### config.mk
export PLATFORM = sky130hd
export DESIGN_NAME = jump_sequencer_flat
export DESIGN_NICKNAME = d
export VERILOG_FILES = /design/src/rtl/jump_sequencer_if.sv /design/src/rtl/jump_sequencer.sv /design/src/flat_wrapper.sv
export SDC_FILE = /design/constraint.sdc
export NUM_CORES = 1
export LEC_CHECK = 0
export BUFFER_PORTS_ARGS = -buffer_cell sky130_fd_sc_hd__buf_2
export CAP_MARGIN = 30
export CORE_UTILIZATION = 50
export CTS_BUF_LIST = sky130_fd_sc_hd__clkbuf_8
export CTS_CLUSTER_SIZE = 24
export DETAILED_ROUTE_END_ITERATION = 6
export PLACE_DENSITY = 0.78
export SLEW_MARGIN = 20
export SYNTH_ARGS = -nofsm -noshare
export SYNTH_HDL_FRONTEND = slang
export SYNTH_SLANG_ARGS = --single-unit
export TNS_END_PERCENT = 5
### constraint.sdc
create_clock -name clk -period 8.1 [get_ports clk]
set_input_delay 0.81 -clock clk [delete_from_list [all_inputs] [get_ports clk]]
set_output_delay 0.81 -clock clk [all_outputs]
set_load 0.01 [all_outputs]
### src/rtl/jump_sequencer_if.sv
// jump_sequencer_if: request/response bundle between the control unit and the
// jump sequencer.
//   master : drives the latched-on-start instruction fields (start, opcode,
//            funct, target, rs_index, rd_index, rs_value, pc_plus4) and
//            observes the sequencer outputs.
//   slave  : the sequencer itself; drives busy/done, the PC and register-file
//            write controls, and the fault/RAS advisory pulses.
interface jump_sequencer_if #(
  parameter int PC_WIDTH = 32
);
  logic                start;
  logic [5:0]          opcode;
  logic [5:0]          funct;
  logic [25:0]         target;
  logic [4:0]          rs_index;
  logic [4:0]          rd_index;
  logic [PC_WIDTH-1:0] rs_value;
  logic [PC_WIDTH-1:0] pc_plus4;

  logic                busy;
  logic                done;
  logic                pc_write;
  logic [PC_WIDTH-1:0] pc_next;
  logic                reg_wr;
  logic [4:0]          reg_wr_addr;
  logic [PC_WIDTH-1:0] reg_wd;
  logic                exc_unaligned;
  logic                illegal;
  logic                ras_hit;
  logic                ras_miss;
  logic                ras_overflow;

  modport master (
    output start, opcode, funct, target, rs_index, rd_index, rs_value, pc_plus4,
    input  busy, done, pc_write, pc_next, reg_wr, reg_wr_addr, reg_wd,
           exc_unaligned, illegal, ras_hit, ras_miss, ras_overflow
  );

  modport slave (
    input  start, opcode, funct, target, rs_index, rd_index, rs_value, pc_plus4,
    output busy, done, pc_write, pc_next, reg_wr, reg_wr_addr, reg_wd,
           exc_unaligned, illegal, ras_hit, ras_miss, ras_overflow
  );
endinterface

### src/rtl/jump_sequencer.sv
// jump_sequencer: executes J / JAL / JR / JALR for the multicycle MIPS datapath.
// Sequences the link write and the PC write, faults on misaligned register
// targets or unsupported encodings, and keeps a circular return-address stack
// whose hit/miss/overflow pulses are advisory only (the jump is always taken).
// Ports:
//   clk      : clock
//   reset_in : synchronous active-high reset (wins over everything)
//   bus      : jump_sequencer_if.slave (instruction fields in, controls out)
// All outputs are decoded purely from registered state, so they are zero in
// IDLE and a reset on an edge clears every output for the following cycle.
module jump_sequencer #(
  parameter int PC_WIDTH   = 32,
  parameter int LINK_REG   = 31,
  parameter int RAS_DEPTH  = 4,
  parameter bit FUSED_LINK = 1'b0
) (
  input  logic            clk,
  input  logic            reset_in,
  jump_sequencer_if.slave bus
);

  typedef enum logic [1:0] {IDLE, LINK, JUMP, FAULT} state_t;
  typedef enum logic [2:0] {K_J, K_JAL, K_JR, K_JALR, K_ILL} kind_t;

  localparam int               PTR_W    = $clog2(RAS_DEPTH);
  localparam int               CNT_W    = PTR_W + 1;
  localparam logic [CNT_W-1:0] RAS_FULL = CNT_W'(RAS_DEPTH);
  localparam logic [4:0]       LINK_IDX = 5'(LINK_REG);

  state_t              state_q, state_d;
  kind_t               kind_q, kind_d;
  logic [25:0]         target_q, target_d;
  logic [4:0]          rs_index_q, rs_index_d;
  logic [4:0]          rd_index_q, rd_index_d;
  logic [PC_WIDTH-1:0] rs_value_q, rs_value_d;
  logic [PC_WIDTH-1:0] pc_plus4_q, pc_plus4_d;
  logic [PTR_W-1:0]    ras_ptr_q, ras_ptr_d;
  logic [CNT_W-1:0]    ras_cnt_q, ras_cnt_d;
  logic [PC_WIDTH-1:0] ras_mem_q [RAS_DEPTH];

  kind_t               in_kind;
  logic                in_unaligned;
  logic                is_link, do_link, do_pop, ras_push, ras_match;
  logic [PC_WIDTH-1:0] ras_top, jump_abs;

  // Instruction decode of the live inputs (only used on an accepted start)
  always_comb begin
    in_kind = K_ILL;
    case (bus.opcode)
      6'h02: in_kind = K_J;
      6'h03: in_kind = K_JAL;
      6'h00: begin
        if (bus.funct == 6'h08)      in_kind = K_JR;
        else if (bus.funct == 6'h09) in_kind = K_JALR;
      end
      default: in_kind = K_ILL;
    endcase
    in_unaligned = ((in_kind == K_JR) || (in_kind == K_JALR)) &&
                   (bus.rs_value[1:0] != 2'b00);
  end

  // Next state; the operand latches only load on an accepted start, so input
  // changes during an operation are invisible to it.
  always_comb begin
    state_d    = state_q;
    kind_d     = kind_q;
    target_d   = target_q;
    rs_index_d = rs_index_q;
    rd_index_d = rd_index_q;
    rs_value_d = rs_value_q;
    pc_plus4_d = pc_plus4_q;
    case (state_q)
      IDLE: begin
        if (bus.start) begin
          kind_d     = in_kind;
          target_d   = bus.target;
          rs_index_d = bus.rs_index;
          rd_index_d = bus.rd_index;
          rs_value_d = bus.rs_value;
          pc_plus4_d = bus.pc_plus4;
          if ((in_kind == K_ILL) || in_unaligned)
            state_d = FAULT;
          else if (((in_kind == K_JAL) || (in_kind == K_JALR)) && !FUSED_LINK)
            state_d = LINK;
          else
            state_d = JUMP;
        end
      end
      LINK:    state_d = JUMP;
      JUMP:    state_d = IDLE;
      FAULT:   state_d = IDLE;
      default: state_d = IDLE;
    endcase
  end

  // Link / RAS control. The link happens in LINK, or in JUMP when fused.
  always_comb begin
    is_link   = (kind_q == K_JAL) || (kind_q == K_JALR);
    do_link   = is_link && ((state_q == LINK) || ((state_q == JUMP) && FUSED_LINK));
    do_pop    = (state_q == JUMP) && (kind_q == K_JR) && (rs_index_q == LINK_IDX);
    ras_push  = do_link;
    ras_top   = ras_mem_q[ras_ptr_q - PTR_W'(1)];
    ras_match = (ras_cnt_q != '0) && (ras_top == rs_value_q);

    ras_ptr_d = ras_ptr_q;
    ras_cnt_d = ras_cnt_q;
    if (ras_push) begin
      // A full stack wraps onto its oldest entry; depth is a power of two.
      ras_ptr_d = ras_ptr_q + PTR_W'(1);
      if (ras_cnt_q != RAS_FULL) ras_cnt_d = ras_cnt_q + CNT_W'(1);
    end else if (do_pop && (ras_cnt_q != '0)) begin
      // Entry is consumed whether or not it matched.
      ras_ptr_d = ras_ptr_q - PTR_W'(1);
      ras_cnt_d = ras_cnt_q - CNT_W'(1);
    end

    jump_abs       = pc_plus4_q;
    jump_abs[27:0] = {target_q, 2'b00};
  end

  // Output decode
  always_comb begin
    bus.busy          = (state_q != IDLE);
    bus.done          = (state_q == JUMP) || (state_q == FAULT);
    bus.pc_write      = (state_q == JUMP);
    bus.pc_next       = '0;
    bus.reg_wr        = 1'b0;
    bus.reg_wr_addr   = 5'd0;
    bus.reg_wd        = '0;
    bus.exc_unaligned = (state_q == FAULT) && (kind_q != K_ILL);
    bus.illegal       = (state_q == FAULT) && (kind_q == K_ILL);
    bus.ras_hit       = do_pop && ras_match;
    bus.ras_miss      = do_pop && !ras_match;
    bus.ras_overflow  = ras_push && (ras_cnt_q == RAS_FULL);
    if (state_q == JUMP)
      bus.pc_next = ((kind_q == K_J) || (kind_q == K_JAL)) ? jump_abs : rs_value_q;
    if (do_link) begin
      // JALR to $0 still pushes the RAS but must not write the register file.
      bus.reg_wr      = !((kind_q == K_JALR) && (rd_index_q == 5'd0));
      bus.reg_wr_addr = (kind_q == K_JAL) ? LINK_IDX : rd_index_q;
      bus.reg_wd      = pc_plus4_q;
    end
  end

  always_ff @(posedge clk) begin
    if (reset_in) begin
      state_q   <= IDLE;
      ras_ptr_q <= '0;
      ras_cnt_q <= '0;
    end else begin
      state_q   <= state_d;
      ras_ptr_q <= ras_ptr_d;
      ras_cnt_q <= ras_cnt_d;
    end
  end

  always_ff @(posedge clk) begin
    kind_q     <= kind_d;
    target_q   <= target_d;
    rs_index_q <= rs_index_d;
    rd_index_q <= rd_index_d;
    rs_value_q <= rs_value_d;
    pc_plus4_q <= pc_plus4_d;
    if (ras_push) ras_mem_q[ras_ptr_q] <= pc_plus4_q;
  end

endmodule
### src/flat_wrapper.sv
// flat-port wrapper written by rule: the top's interface ports become plain ports
module jump_sequencer_flat 
#(
  parameter int PC_WIDTH   = 32,
  parameter int LINK_REG   = 31,
  parameter int RAS_DEPTH  = 4,
  parameter bit FUSED_LINK = 1'b0
)
  (clk, reset_in, bus_start, bus_opcode, bus_funct, bus_target, bus_rs_index, bus_rd_index, bus_rs_value, bus_pc_plus4, bus_busy, bus_done, bus_pc_write, bus_pc_next, bus_reg_wr, bus_reg_wr_addr, bus_reg_wd, bus_exc_unaligned, bus_illegal, bus_ras_hit, bus_ras_miss, bus_ras_overflow);
  jump_sequencer_if #(.PC_WIDTH(PC_WIDTH)) bus_i ();
  input  logic clk;
  input  logic reset_in;
  input wire logic [$bits(bus_i.start)-1:0] bus_start;
  input wire logic [$bits(bus_i.opcode)-1:0] bus_opcode;
  input wire logic [$bits(bus_i.funct)-1:0] bus_funct;
  input wire logic [$bits(bus_i.target)-1:0] bus_target;
  input wire logic [$bits(bus_i.rs_index)-1:0] bus_rs_index;
  input wire logic [$bits(bus_i.rd_index)-1:0] bus_rd_index;
  input wire logic [$bits(bus_i.rs_value)-1:0] bus_rs_value;
  input wire logic [$bits(bus_i.pc_plus4)-1:0] bus_pc_plus4;
  output wire logic [$bits(bus_i.busy)-1:0] bus_busy;
  output wire logic [$bits(bus_i.done)-1:0] bus_done;
  output wire logic [$bits(bus_i.pc_write)-1:0] bus_pc_write;
  output wire logic [$bits(bus_i.pc_next)-1:0] bus_pc_next;
  output wire logic [$bits(bus_i.reg_wr)-1:0] bus_reg_wr;
  output wire logic [$bits(bus_i.reg_wr_addr)-1:0] bus_reg_wr_addr;
  output wire logic [$bits(bus_i.reg_wd)-1:0] bus_reg_wd;
  output wire logic [$bits(bus_i.exc_unaligned)-1:0] bus_exc_unaligned;
  output wire logic [$bits(bus_i.illegal)-1:0] bus_illegal;
  output wire logic [$bits(bus_i.ras_hit)-1:0] bus_ras_hit;
  output wire logic [$bits(bus_i.ras_miss)-1:0] bus_ras_miss;
  output wire logic [$bits(bus_i.ras_overflow)-1:0] bus_ras_overflow;
  assign bus_i.start = bus_start;
  assign bus_i.opcode = bus_opcode;
  assign bus_i.funct = bus_funct;
  assign bus_i.target = bus_target;
  assign bus_i.rs_index = bus_rs_index;
  assign bus_i.rd_index = bus_rd_index;
  assign bus_i.rs_value = bus_rs_value;
  assign bus_i.pc_plus4 = bus_pc_plus4;
  assign bus_busy = bus_i.busy;
  assign bus_done = bus_i.done;
  assign bus_pc_write = bus_i.pc_write;
  assign bus_pc_next = bus_i.pc_next;
  assign bus_reg_wr = bus_i.reg_wr;
  assign bus_reg_wr_addr = bus_i.reg_wr_addr;
  assign bus_reg_wd = bus_i.reg_wd;
  assign bus_exc_unaligned = bus_i.exc_unaligned;
  assign bus_illegal = bus_i.illegal;
  assign bus_ras_hit = bus_i.ras_hit;
  assign bus_ras_miss = bus_i.ras_miss;
  assign bus_ras_overflow = bus_i.ras_overflow;
  jump_sequencer #(.PC_WIDTH(PC_WIDTH), .LINK_REG(LINK_REG), .RAS_DEPTH(RAS_DEPTH), .FUSED_LINK(FUSED_LINK)) u_core (.clk(clk), .reset_in(reset_in), .bus(bus_i));
endmodule
==> impl_metrics.env <==
export IMPL_outcome="complete, no violations"
export IMPL_fp_row_count=50
export IMPL_p_comb_frac=0.042
export IMPL_track_usage=0.211
export IMPL_fmax_mhz=183
export IMPL_tns_ns=0
export IMPL_synth_top_family_by_area="multiplexers"
export IMPL_drive_gt1_frac=0.337
export IMPL_synth_largest_area_cell="edfxtp_1"
export IMPL_max_cap_viol_count=0
export IMPL_clk_pin_slew_ns=0.06
export IMPL_h_tree_depth=2
export IMPL_pwr_share_seq=0.587
export IMPL_regToRegSetupSlack_ns=5.32
export IMPL_die_height_um=141
export IMPL_synth_edf_count=231
export IMPL_via_per_inst=5.37
export IMPL_power_switching_w=0.000542
export IMPL_power_share_clock=0.370
export IMPL_rr_endpoint="u_core.ras_cnt_q[2]$_SDFFE_PP0P_"
export IMPL_grt_pass1_wl_um=31100
export IMPL_num_vias=5681
export IMPL_final_period_minus_worst_setup_slack_ns=5.46
export IMPL_dieArea_mm2=0.0198
export IMPL_synth_compound_area_frac=0.0359
export IMPL_synth_top_area_frac=0.720
export IMPL_synth_main_ff_cell="edfxtp_1"
export IMPL_post_cts_buffers=0
export IMPL_pre_cts_slack_ns=3.08
export IMPL_routed_wl_met2_um=10100
export IMPL_synth_net_count=705
export IMPL_netlist_area_mm2=0.00963
export IMPL_fin_nets=917
export IMPL_rsz0062_at_grt="no"
export IMPL_postSynth_asyncResetShare=0
export IMPL_cts_resized=0
export IMPL_diodes=0
export IMPL_synth_area_leaders="edfxtp_1, mux4_2, nand2_1"
export IMPL_synth_simple_area_share=0.0830
export IMPL_p_leak_nw=4.35
export IMPL_worst_pin_slew_ns=0.899
export IMPL_cts_max_path_buffers=3
export IMPL_synth_adder_area_share=0.00727
export IMPL_slew_violations=0
export IMPL_portBuffers=192
export IMPL_utilization=0.612
export IMPL_area_delta_synth_final_pct=19.3
export IMPL_path_max_fanout=38
export IMPL_most_common_layout_cells="edfxtp_1, buf_2, nand2_1"
export IMPL_path_class="reg -> out"
export IMPL_pin_count=193
export IMPL_min_path_cells=1
export IMPL_initial_core_util=0.513
export IMPL_setup_slack_ns=2.64
export IMPL_r2r_start="u_core.kind_q[2]$_DFFE_PP_"
export IMPL_required_ns=7.29
export IMPL_dr_pass1_iters=5
export IMPL_slew_headroom=0.401
export IMPL_placed_area_mm2=0.0108
export IMPL_r2r_cells=8
export IMPL_synth_xor_area_frac=0.0300
export IMPL_final_common_cell="edfxtp_1"
export IMPL_drtIter0Drc=321
export IMPL_ys_ff_latch=238
export IMPL_min_from="bus_rs_value[8]"
export IMPL_synthCells=585
export IMPL_cts_tree="built"
export IMPL_routed_wl_um=20200
export IMPL_cts_root_buf="clkbuf_8"
export IMPL_highest_layer="met4"
export IMPL_die_w_um=141
export IMPL_worstPathArrival_ns=4.65
export IMPL_p_sw_frac=0.223
export IMPL_wl_met3_um=1180
export IMPL_wl_per_cell_um=19.1
export IMPL_hold_buffers=0
export IMPL_setup_viol=0
export IMPL_avgSynthCellArea_um2=16.5
export IMPL_overflow=0
export IMPL_cts_buffers=38
export IMPL_peakVddDrop_v=0.000151
export IMPL_internal_power_w=0.00189
export IMPL_finalHoldViolCount=0
export IMPL_power_w=0.00243
export IMPL_gp_congestion=0.821
export IMPL_hold_path_class="in -> reg"
export IMPL_skew_ns=0.0261
export IMPL_drcViolationCount=0
export IMPL_coreArea_mm2=0.0188
export IMPL_period_share=0.675
export IMPL_cts_sinks=238
export IMPL_hpwl_um=13400
export IMPL_hold_path_end="u_core.rs_value_q[8]$_DFFE_PP_"
export IMPL_clk_latency_ns=0.53
export IMPL_ys_seq_area_frac=0.735
export IMPL_grt_max_degree=67
export IMPL_yosysWarnings=0
export IMPL_ant_nets=0
export IMPL_final_cell_area_mm2=0.0115
export IMPL_wl_met1_um=8410
export IMPL_end_kind="primary output"
export IMPL_grt_pass1_vias=5803
export IMPL_synth_cell_type_count=46
export IMPL_worstSetupStartpointType="register"
export IMPL_synth_mux_area_fraction=0.0860
export IMPL_cellPowerDensity_mw_per_mm2=212
export IMPL_antenna_found_initial=0
through the flow:
step / cells / hold slack [ns]
3_3_place_gp: 989 / 0.496
4_1_cts: 1057 / 0.406
3_5_place_dp: 991 / 0.519
2_1_floorplan: 585 / 0.473
6_report: 1057 / 0.444
5_1_grt: 1057 / 0.413
worst max path at each step:
stage / cells past startpoint / start / endpoint
2_1_floorplan: 2 / bus_start / u_core.kind_q[0]$_DFFE_PP_
3_3_place_gp: 10 / u_core.ras_ptr_q[0]$_SDFFE_PP0P_ / bus_ras_miss
3_5_place_dp: 10 / u_core.ras_ptr_q[0]$_SDFFE_PP0P_ / bus_ras_miss
4_1_cts: 10 / u_core.ras_ptr_q[0]$_SDFFE_PP0P_ / bus_ras_miss
5_1_grt: 10 / u_core.ras_ptr_q[0]$_SDFFE_PP0P_ / bus_ras_miss
6_report: 10 / u_core.ras_ptr_q[0]$_SDFFE_PP0P_ / bus_ras_miss
worst max-delay path, stage by stage (launching register included):
cell and delay, ns:
dfxtp_2 0.31, buf_4 0.48, inv_1 0.27, ha_2 0.85
mux4_2 0.41, xor2_1 0.15, nor4_1 0.54, o2111ai_1 0.17
or4_1 0.63, nor2b_4 0.16, buf_2 0.14
layout make-up:
class | instances | area [um^2]
inverters | 17 | 63.8
clock inverters | 27 | 123
clock buffers | 39 | 537
repair buffers | 199 | 1030
well taps | 234 | 293
multi-input cells | 303 | 2370
flip-flops and latches | 238 | 7080
fillers | 1446 | 7280
metal layers:
| layer | track usage | up-vias |
|---|---|---|
| met5 | 0 | - |
| met4 | 0.0830 | 0 |
| met3 | 0.0411 | 39 |
| met2 | 0.360 | 217 |
| met1 | 0.268 | 2786 |
| li1 | - | 2639 |
state kept, by name (all words and copies together) (netlist names):
signal,cells
u_core.kind_q,3
u_core.pc_plus4_q,32
u_core.ras_cnt_q,3
u_core.ras_mem_q,128
u_core.ras_ptr_q,2
u_core.rd_index_q,5
u_core.rs_index_q,5
u_core.rs_value_q,32
u_core.state_q,2
u_core.target_q,26
cell families after synthesis:
group,count (synthesis)
fa+ha+maj,5
compound gates,59
buf+inv,44
flops,238
mux,48
simple gates,158
xor+xnor,33
synth_stat cells (2+ instances only):
master,number
a21oi_1,40
a221oi_1,3
a22oi_1,2
a311oi_1,2
a31oi_1,2
and2_1,38
and3_1,3
buf_2,4
buf_6,3
clkbuf_1,17
dfxtp_1,7
edfxtp_1,231
ha_1,4
inv_1,17
mux2i_1,22
mux4_1,9
mux4_2,16
nand2_1,70
nand3_1,5
nand4_1,3
nand4b_1,2
nor2_1,15
nor3_1,3
nor4_1,4
nor4b_1,2
o2111ai_1,2
o22ai_1,5
or2_2,3
or3_1,2
or4_1,2
xnor2_1,15
xor2_1,18
power by group through the flow:
stage	sequential, W	clock (W)	combinational (W)
finish	0.00143	0.000901	0.000103
floorplan	0.00145	0	0.0000500
global route	0.00143	0.000979	0.000113
global placement	0.00145	0	0.000100
CTS	0.00143	0.000924	0.000105
detailed placement	0.00146	0	0.000104
(Power assumes the default switching activity.)
